## config.mk

```make
export PLATFORM = sky130hd
export DESIGN_NAME = async_fifo_rd_drain
export DESIGN_NICKNAME = d
export VERILOG_FILES = /design/src/rtl/async_fifo_pkg.sv /design/src/rtl/async_fifo_rd_skid.sv /design/src/rtl/async_fifo_rd_drain.sv
export SDC_FILE = /design/constraint.sdc
export NUM_CORES = 1
export LEC_CHECK = 0
export CAP_MARGIN = 20
export CORE_ASPECT_RATIO = 1.1
export CORE_MARGIN = 1
export CORE_UTILIZATION = 40
export DETAILED_ROUTE_END_ITERATION = 6
export PLACE_DENSITY = 0.61
export SLEW_MARGIN = 5
export SYNTH_ARGS = -nofsm -noshare
export SYNTH_HDL_FRONTEND = slang
export SYNTH_SLANG_ARGS = --single-unit
export TNS_END_PERCENT = 30
```

## constraint.sdc

```tcl
create_clock -name rclk -period 2.8 [get_ports rclk]
set_clock_uncertainty 0.1 [all_clocks]
set_input_delay 0.56 -clock rclk [delete_from_list [all_inputs] [get_ports rclk]]
set_output_delay 0.56 -clock rclk [all_outputs]
set_load 0.05 [all_outputs]
```

## src/rtl/async_fifo_pkg.sv

```systemverilog
// Shared definitions for the async FIFO read-side drain engine.
package async_fifo_pkg;

  localparam int FIFO_DATA_WIDTH = 8;
  localparam int RD_DEFAULT_COUNT = 25;

  typedef enum logic [1:0] {
    RD_IDLE  = 2'd0,
    RD_RUN   = 2'd1,
    RD_DRAIN = 2'd2,
    RD_DONE  = 2'd3
  } rd_state_e;

endpackage

```

## src/rtl/async_fifo_rd_skid.sv

```systemverilog
// Two-entry skid buffer: ordered storage with a registered occupancy count.
module async_fifo_rd_skid
  import async_fifo_pkg::*;
#(
  parameter int W = FIFO_DATA_WIDTH
) (
  input  logic         clk,
  input  logic         rst_n,
  input  logic         push,
  input  logic [W-1:0] push_data,
  input  logic         pop,
  output logic [1:0]   occ,
  output logic [W-1:0] head
);

  logic [W-1:0] mem_q [2];
  logic [W-1:0] mem_d [2];
  logic         wr_ptr_q, wr_ptr_d;
  logic         rd_ptr_q, rd_ptr_d;
  logic [1:0]   occ_q, occ_d;

  // Caller guarantees push only when occ<2 and pop only when occ!=0.
  always_comb begin
    mem_d    = mem_q;
    wr_ptr_d = wr_ptr_q;
    rd_ptr_d = rd_ptr_q;
    if (push) begin
      mem_d[wr_ptr_q] = push_data;
      wr_ptr_d        = ~wr_ptr_q;
    end
    if (pop) begin
      rd_ptr_d = ~rd_ptr_q;
    end
    occ_d = occ_q + {1'b0, push} - {1'b0, pop};
  end

  always_ff @(posedge clk or negedge rst_n) begin
    if (!rst_n) begin
      mem_q[0] <= '0;
      mem_q[1] <= '0;
      wr_ptr_q <= 1'b0;
      rd_ptr_q <= 1'b0;
      occ_q    <= 2'd0;
    end else begin
      mem_q[0] <= mem_d[0];
      mem_q[1] <= mem_d[1];
      wr_ptr_q <= wr_ptr_d;
      rd_ptr_q <= rd_ptr_d;
      occ_q    <= occ_d;
    end
  end

  assign occ  = occ_q;
  assign head = mem_q[rd_ptr_q];

endmodule

```

## src/rtl/async_fifo_rd_drain.sv

```systemverilog
// Read-side drain engine: pops cmd_count words from a show-ahead FIFO onto a stream.
// Optional stall counters enabled by ASYNC_FIFO_RD_STATS_EN.
module async_fifo_rd_drain
  import async_fifo_pkg::*;
#(
  parameter int DATA_W = FIFO_DATA_WIDTH,
  parameter int CNT_W  = 16
) (
  input  logic              rclk,
  input  logic              rrst_n,
  input  logic              start,
  input  logic [CNT_W-1:0]  cmd_count,
  input  logic              rempty,
  input  logic [DATA_W-1:0] rdata,
  output logic              rinc,
  output logic              out_valid,
  output logic [DATA_W-1:0] out_data,
  input  logic              out_ready,
  output logic              busy,
  output logic              done,
  output logic [CNT_W-1:0]  popped,
`ifdef ASYNC_FIFO_RD_STATS_EN
  output logic [CNT_W-1:0]  stall_empty,
  output logic [CNT_W-1:0]  stall_full,
`endif
  output rd_state_e         dbg_state
);

  rd_state_e        state_q, state_d;
  logic [CNT_W-1:0] target_q, target_d;
  logic [CNT_W-1:0] popped_q, popped_d;
  logic             busy_q, busy_d;
  logic             done_q, done_d;
  logic [1:0]       occ;
  logic             xfer;
  logic             take_start;

  // Stream handshake: a word moves when out_valid && out_ready on an rclk edge;
  // out_valid never depends on out_ready, and rinc never depends on out_ready.
  assign rinc = (state_q == RD_RUN) && !rempty && (occ != 2'd2) && (popped_q != target_q);
  assign xfer = out_valid && out_ready;
  assign take_start = start && ((state_q == RD_IDLE) || (state_q == RD_DONE));

  async_fifo_rd_skid #(.W(DATA_W)) u_skid (
    .clk       (rclk),
    .rst_n     (rrst_n),
    .push      (rinc),
    .push_data (rdata),
    .pop       (xfer),
    .occ       (occ),
    .head      (out_data)
  );

  assign out_valid = (occ != 2'd0);

  always_comb begin
    state_d  = state_q;
    target_d = target_q;
    popped_d = popped_q;
    if (rinc) begin
      popped_d = popped_q + CNT_W'(1);
    end
    case (state_q)
      RD_IDLE, RD_DONE: begin
        if (start) begin
          target_d = cmd_count;
          popped_d = '0;
          state_d  = (cmd_count == '0) ? RD_DONE : RD_RUN;
        end
      end
      RD_RUN: begin
        if (rinc && (popped_q + CNT_W'(1) == target_q)) begin
          state_d = RD_DRAIN;
        end
      end
      RD_DRAIN: begin
        if (occ == 2'd0) begin
          state_d = RD_DONE;
        end
      end
      default: state_d = RD_IDLE;
    endcase
    busy_d = (state_d == RD_RUN) || (state_d == RD_DRAIN);
    done_d = (state_d == RD_DONE);
  end

  always_ff @(posedge rclk or negedge rrst_n) begin
    if (!rrst_n) begin
      state_q  <= RD_IDLE;
      target_q <= '0;
      popped_q <= '0;
      busy_q   <= 1'b0;
      done_q   <= 1'b0;
    end else begin
      state_q  <= state_d;
      target_q <= target_d;
      popped_q <= popped_d;
      busy_q   <= busy_d;
      done_q   <= done_d;
    end
  end

  assign busy      = busy_q;
  assign done      = done_q;
  assign popped    = popped_q;
  assign dbg_state = state_q;

`ifdef ASYNC_FIFO_RD_STATS_EN
  logic [CNT_W-1:0] stall_empty_q, stall_empty_d;
  logic [CNT_W-1:0] stall_full_q, stall_full_d;

  always_comb begin
    stall_empty_d = stall_empty_q;
    stall_full_d  = stall_full_q;
    if (take_start) begin
      stall_empty_d = '0;
      stall_full_d  = '0;
    end else if (state_q == RD_RUN) begin
      if (rempty && (popped_q != target_q) && (stall_empty_q != '1)) begin
        stall_empty_d = stall_empty_q + CNT_W'(1);
      end
      if (!rempty && (occ == 2'd2) && (stall_full_q != '1)) begin
        stall_full_d = stall_full_q + CNT_W'(1);
      end
    end
  end

  always_ff @(posedge rclk or negedge rrst_n) begin
    if (!rrst_n) begin
      stall_empty_q <= '0;
      stall_full_q  <= '0;
    end else begin
      stall_empty_q <= stall_empty_d;
      stall_full_q  <= stall_full_d;
    end
  end

  assign stall_empty = stall_empty_q;
  assign stall_full  = stall_full_q;
`else
  logic unused_take_start;
  assign unused_take_start = take_start;
`endif

endmodule
```

==> results.md <==
- The net count after synthesis is approximately 320.
- The path category of the worst min-delay check is input port to asynchronous set/reset pin.
- Synthesis inferred between 50 and 60 register bits.
- For this configuration, the core starts out at a cell density of around 41%.
- The final count of pins violating max slew is 0.
- The number of rows in the core area is 33.
- The count of final hold-check violations is 0.
- Traced cell by cell, the critical path runs through xor2_1 > nand4b_1 > nor4_1 > buf_4 > a21oi_2 > buf_6 > buf_12.
- Across the run, the number of max-cap violations was 0.
- The die height is approximately 95 microns.
- The post-route netlist has about a quarter of its cells at a drive strength greater than 1.
- In this run, CTS created clock tree buffers numbering 5.
- Detailed routing placed a total of between 300 and 400 microns of wire on met3.
- The overflow left after global routing is 0.
- Data arrives at the worst endpoint at between 2 and 2.5 ns.
- In this run, the number of DRC markers left after iteration 0 of detailed routing was just under 100.
- The worst setup path is launched from a flip-flop.
- The largest total area in the synthesized netlist belongs to sky130_fd_sc_hd__dfrtp_1.
- The number of clock sinks seen by CTS is 56.
- The routed wire length is 6710 microns.
- The met2 wire length is approximately 3300 microns.
- The first detailed-routing pass ran for 4 iterations.
- The setup slack on the worst flop-to-flop path is about 0.14 ns.
- Compared with the post-synthesis result, the final layout area differs by 30.4%.
- The critical path is of the flip-flop to output pin type.
- The number of H-tree branching levels is 2.
- Each instance of the synthesized netlist takes up on average 11.0 sq um.
- The flow ran to the end, and the final reports show no timing, DRC or antenna violations.
- The smallest clock period supported by the final layout is computed as approximately 2.7 ns.
- Grouping stages by cell kind, the critical path spends the most delay in buffers and inverters.
- Entering global routing, the biggest net connects 57 pins.
- The analysis attributes to cell leakage a power of approximately 0.0017 uW.
- For this block, wires on met1 add up to 2970 microns.
- CTS placed an instance of sky130_fd_sc_hd__clkbuf_8 at the clock tree root.
- Power spread over the standard cell area amounts to roughly 900 nW/um^2.
- The number of setup buffers added after CTS is 0.
- The number of antenna violations at the first check in global routing was 0.
- Together, buffers and inverters on the worst path number 3.
- The share of synthesized area in the top cell type comes to between 40 and 50%.
- For the worst-skew pair, the clock arrives at the later sink with an insertion delay of between 0.3 and 0.4 ns.
- The required time at the endpoint of the critical path is approximately 2.1 ns.
- The worst ir drop on vdd is 0.598 mV.
- Dividing the detail-routed wire length by the instance count gives 14.9 microns.
- The final estimated routing congestion in global placement is roughly 0.83.
- Detailed routing inserted a total of around 2300 vias.
- The critical path capture point type is an output pin.
- The via density per instance is approximately 5.
- The antenna diode instance count is 0.
- The final critical path takes up between 90% and 100% of the cycle.
- The remaining antenna violation count after routing is 0.
- For the pin with the worst max-slew slack, the measured transition is just over 0.7 ns.
- Once detailed placement completed, the half-perimeter wirelength came to ~5000 microns.
- During synthesis, Yosys emitted a total of 0 warnings.
- Counting distinct cell types in the post-synthesis netlist gives 44.
- The floorplan step defined a die boundary enclosing between 8000 and 9000 sq um.
- The maximum clock frequency is roughly 0.37 GHz.
- The headroom to the max-slew limit is a little over half.
- Among all stages on the critical path, the largest delay is contributed by sky130_fd_sc_hd__dfrtp_1.
- Including well taps, the total number of placed cells is ~440.
- Along the worst path, the maximum fanout reaches 20.
- The number of standard cells after synthesis is 284.
- The die span in x is approximately 86 microns.
- 59 I/O pins were placed.
- On the final layout, the worst hold slack is between 0.2 and 0.3 ns.
- The first global-routing pass estimated between 10000 and 15000 microns of wire.
- The register clock-pin slew on the reported worst setup and hold paths is 0.10 ns.
- The DRC violations left is 0.
- The net count of the finished layout is about 380.
- Yosys attributes the largest share of cell area to sky130_fd_sc_hd__dfrtp_1 45%, sky130_fd_sc_hd__mux2_2 14%, sky130_fd_sc_hd__xnor2_1 6.5%, sky130_fd_sc_hd__xor2_1 6.2%, sky130_fd_sc_hd__nor2_1 2.9%.
- The number of setup violations in the final report is 0.
- Global routing used 17.9% of the available tracks across all layers.
- The detailed router used layers up to and including met4.
- The clock passes through at most 2 buffers.
- Port buffering added slightly below 60 buffers.
- The delay contributed by the slowest stage of the critical path is around 0.49 ns.
- The sequential area share after synthesis is 45.0%.
- Once layout is complete, the cells apart from fillers number 451.
- The region available for standard cell placement spans 7510 sq um.
- The via count of the first global-routing pass is between 2000 and 2500.
- The CTS tree is done.
- Summing every instance area after synthesis gives 3120 sq um.
==> synthesized netlist by cell type, drive strengths merged <==
cell type / number
nor3b: 1
nand2: 16
buf: 11
a2111oi: 1
nor3: 3
o21ai: 5
inv: 8
nand4: 11
a21oi: 5
a211o: 1
xnor2: 24
nor2b: 2
mux2i: 1
ha: 6
or2: 1
nor4: 8
nand4b: 2
a221oi: 1
and2: 3
a31oi: 2
o211ai: 2
xor2: 22
or4: 1
a31o: 3
mux2: 40
o31ai: 1
dfrtp: 56
and4: 1
clkbuf: 6
nor2: 25
nand3: 10
o32a: 1
a21o: 1
or3: 1
and3: 1
and3b: 1
==> worst paths after layout <==
kind                                               end                        start  depth (start not counted)
max                                               rinc         popped[11]$_DFF_PN0_                          7
min                                popped[6]$_DFF_PN0_                       rrst_n                          2
max reg2reg                             busy$_DFF_PN0_          popped[1]$_DFF_PN0_                          9
min reg2reg                u_skid.wr_ptr_q$_DFFE_PN0N_  u_skid.wr_ptr_q$_DFFE_PN0N_                          1
max in group asynchronous          popped[3]$_DFF_PN0_                       rrst_n                          2
min in group rclk          u_skid.wr_ptr_q$_DFFE_PN0N_  u_skid.wr_ptr_q$_DFFE_PN0N_                          1
==> power breakdown <==
| part | total (uW) | internal [uW] | switching, uW |
|---|---|---|---|
| Combinational | 1810 | 771 | 1030 |
| Sequential | 1190 | 1010 | 178 |
| Clock | 617 | 352 | 265 |
==> cell type report <==
| type | instances | area [sq um] |
|---|---|---|
| Clock buffer | 5 | 68.8 |
| Clock inverter | 2 | 60.1 |
| Fill cell | 703 | 3450 |
| Inverter | 8 | 30.0 |
| Multi-Input combinational cell | 203 | 1660 |
| Sequential cell | 56 | 1410 |
| Tap cell | 105 | 131 |
| Timing Repair Buffer | 72 | 694 |
==> routing by layer <==
layer	global-route usage, %	vias up
met1	23.4	1085
li1	-	1111
met5	0	-
met2	30.0	51
met4	3.75	0
met3	4.72	5
==> cell families after synthesis <==
family / count (synthesis) / share of synthesized area (%)
compound gates: 23 / 5.18
xor+xnor: 46 / 13.2
fa+ha+maj: 6 / 2.41
buf+inv: 25 / 3.82
flops: 56 / 45.0
mux: 41 / 14.8
simple gates: 87 / 15.7
==> timing repair <==
action	in CTS	in global routing
resized for setup	1	11
pin swaps	0	1
setup endpoints to repair	1	3
endpoints found under the hold margin	0	0
hold buffers	0	0
==> stage by stage <==
step | area [sq um] | power [uW] | TNS [ns] | worst slack (ns) | util [%]
floorplan | 3130 | 2450 | 0 | 0.0146 | -
global placement | 3870 | 2980 | 0 | 0.104 | 51.4
detailed placement | 3870 | 2990 | 0 | 0.0679 | 51.4
CTS | 4000 | 3620 | 0 | 0.0282 | 53.2
global route | 4060 | 3820 | -0.0107 | -0.0107 | 54.1
finish | 4060 | 3610 | 0 | 0.132 | 54.1
==> flip-flops by register name (all words and copies together) (netlist names), 2 cells and up <==
name / flops
target_q: 16
dbg_state: 2
popped: 16
u_skid.mem_q: 16
u_skid.occ: 2
==> layout by cell type (no fill, tap or decap), drive strengths merged, types with 5 or more instances in the layout <==
master / count
o21ai: 5
nor2: 25
clkdlybuf4s50: 56
inv: 8
dfrtp: 56
nand2: 16
xnor2: 24
xor2: 22
nor4: 8
nand4: 11
nand3: 10
ha: 6
a21oi: 5
clkbuf: 5
buf: 16
mux2: 40
Note: power is estimated with default switching activity, not from simulation.
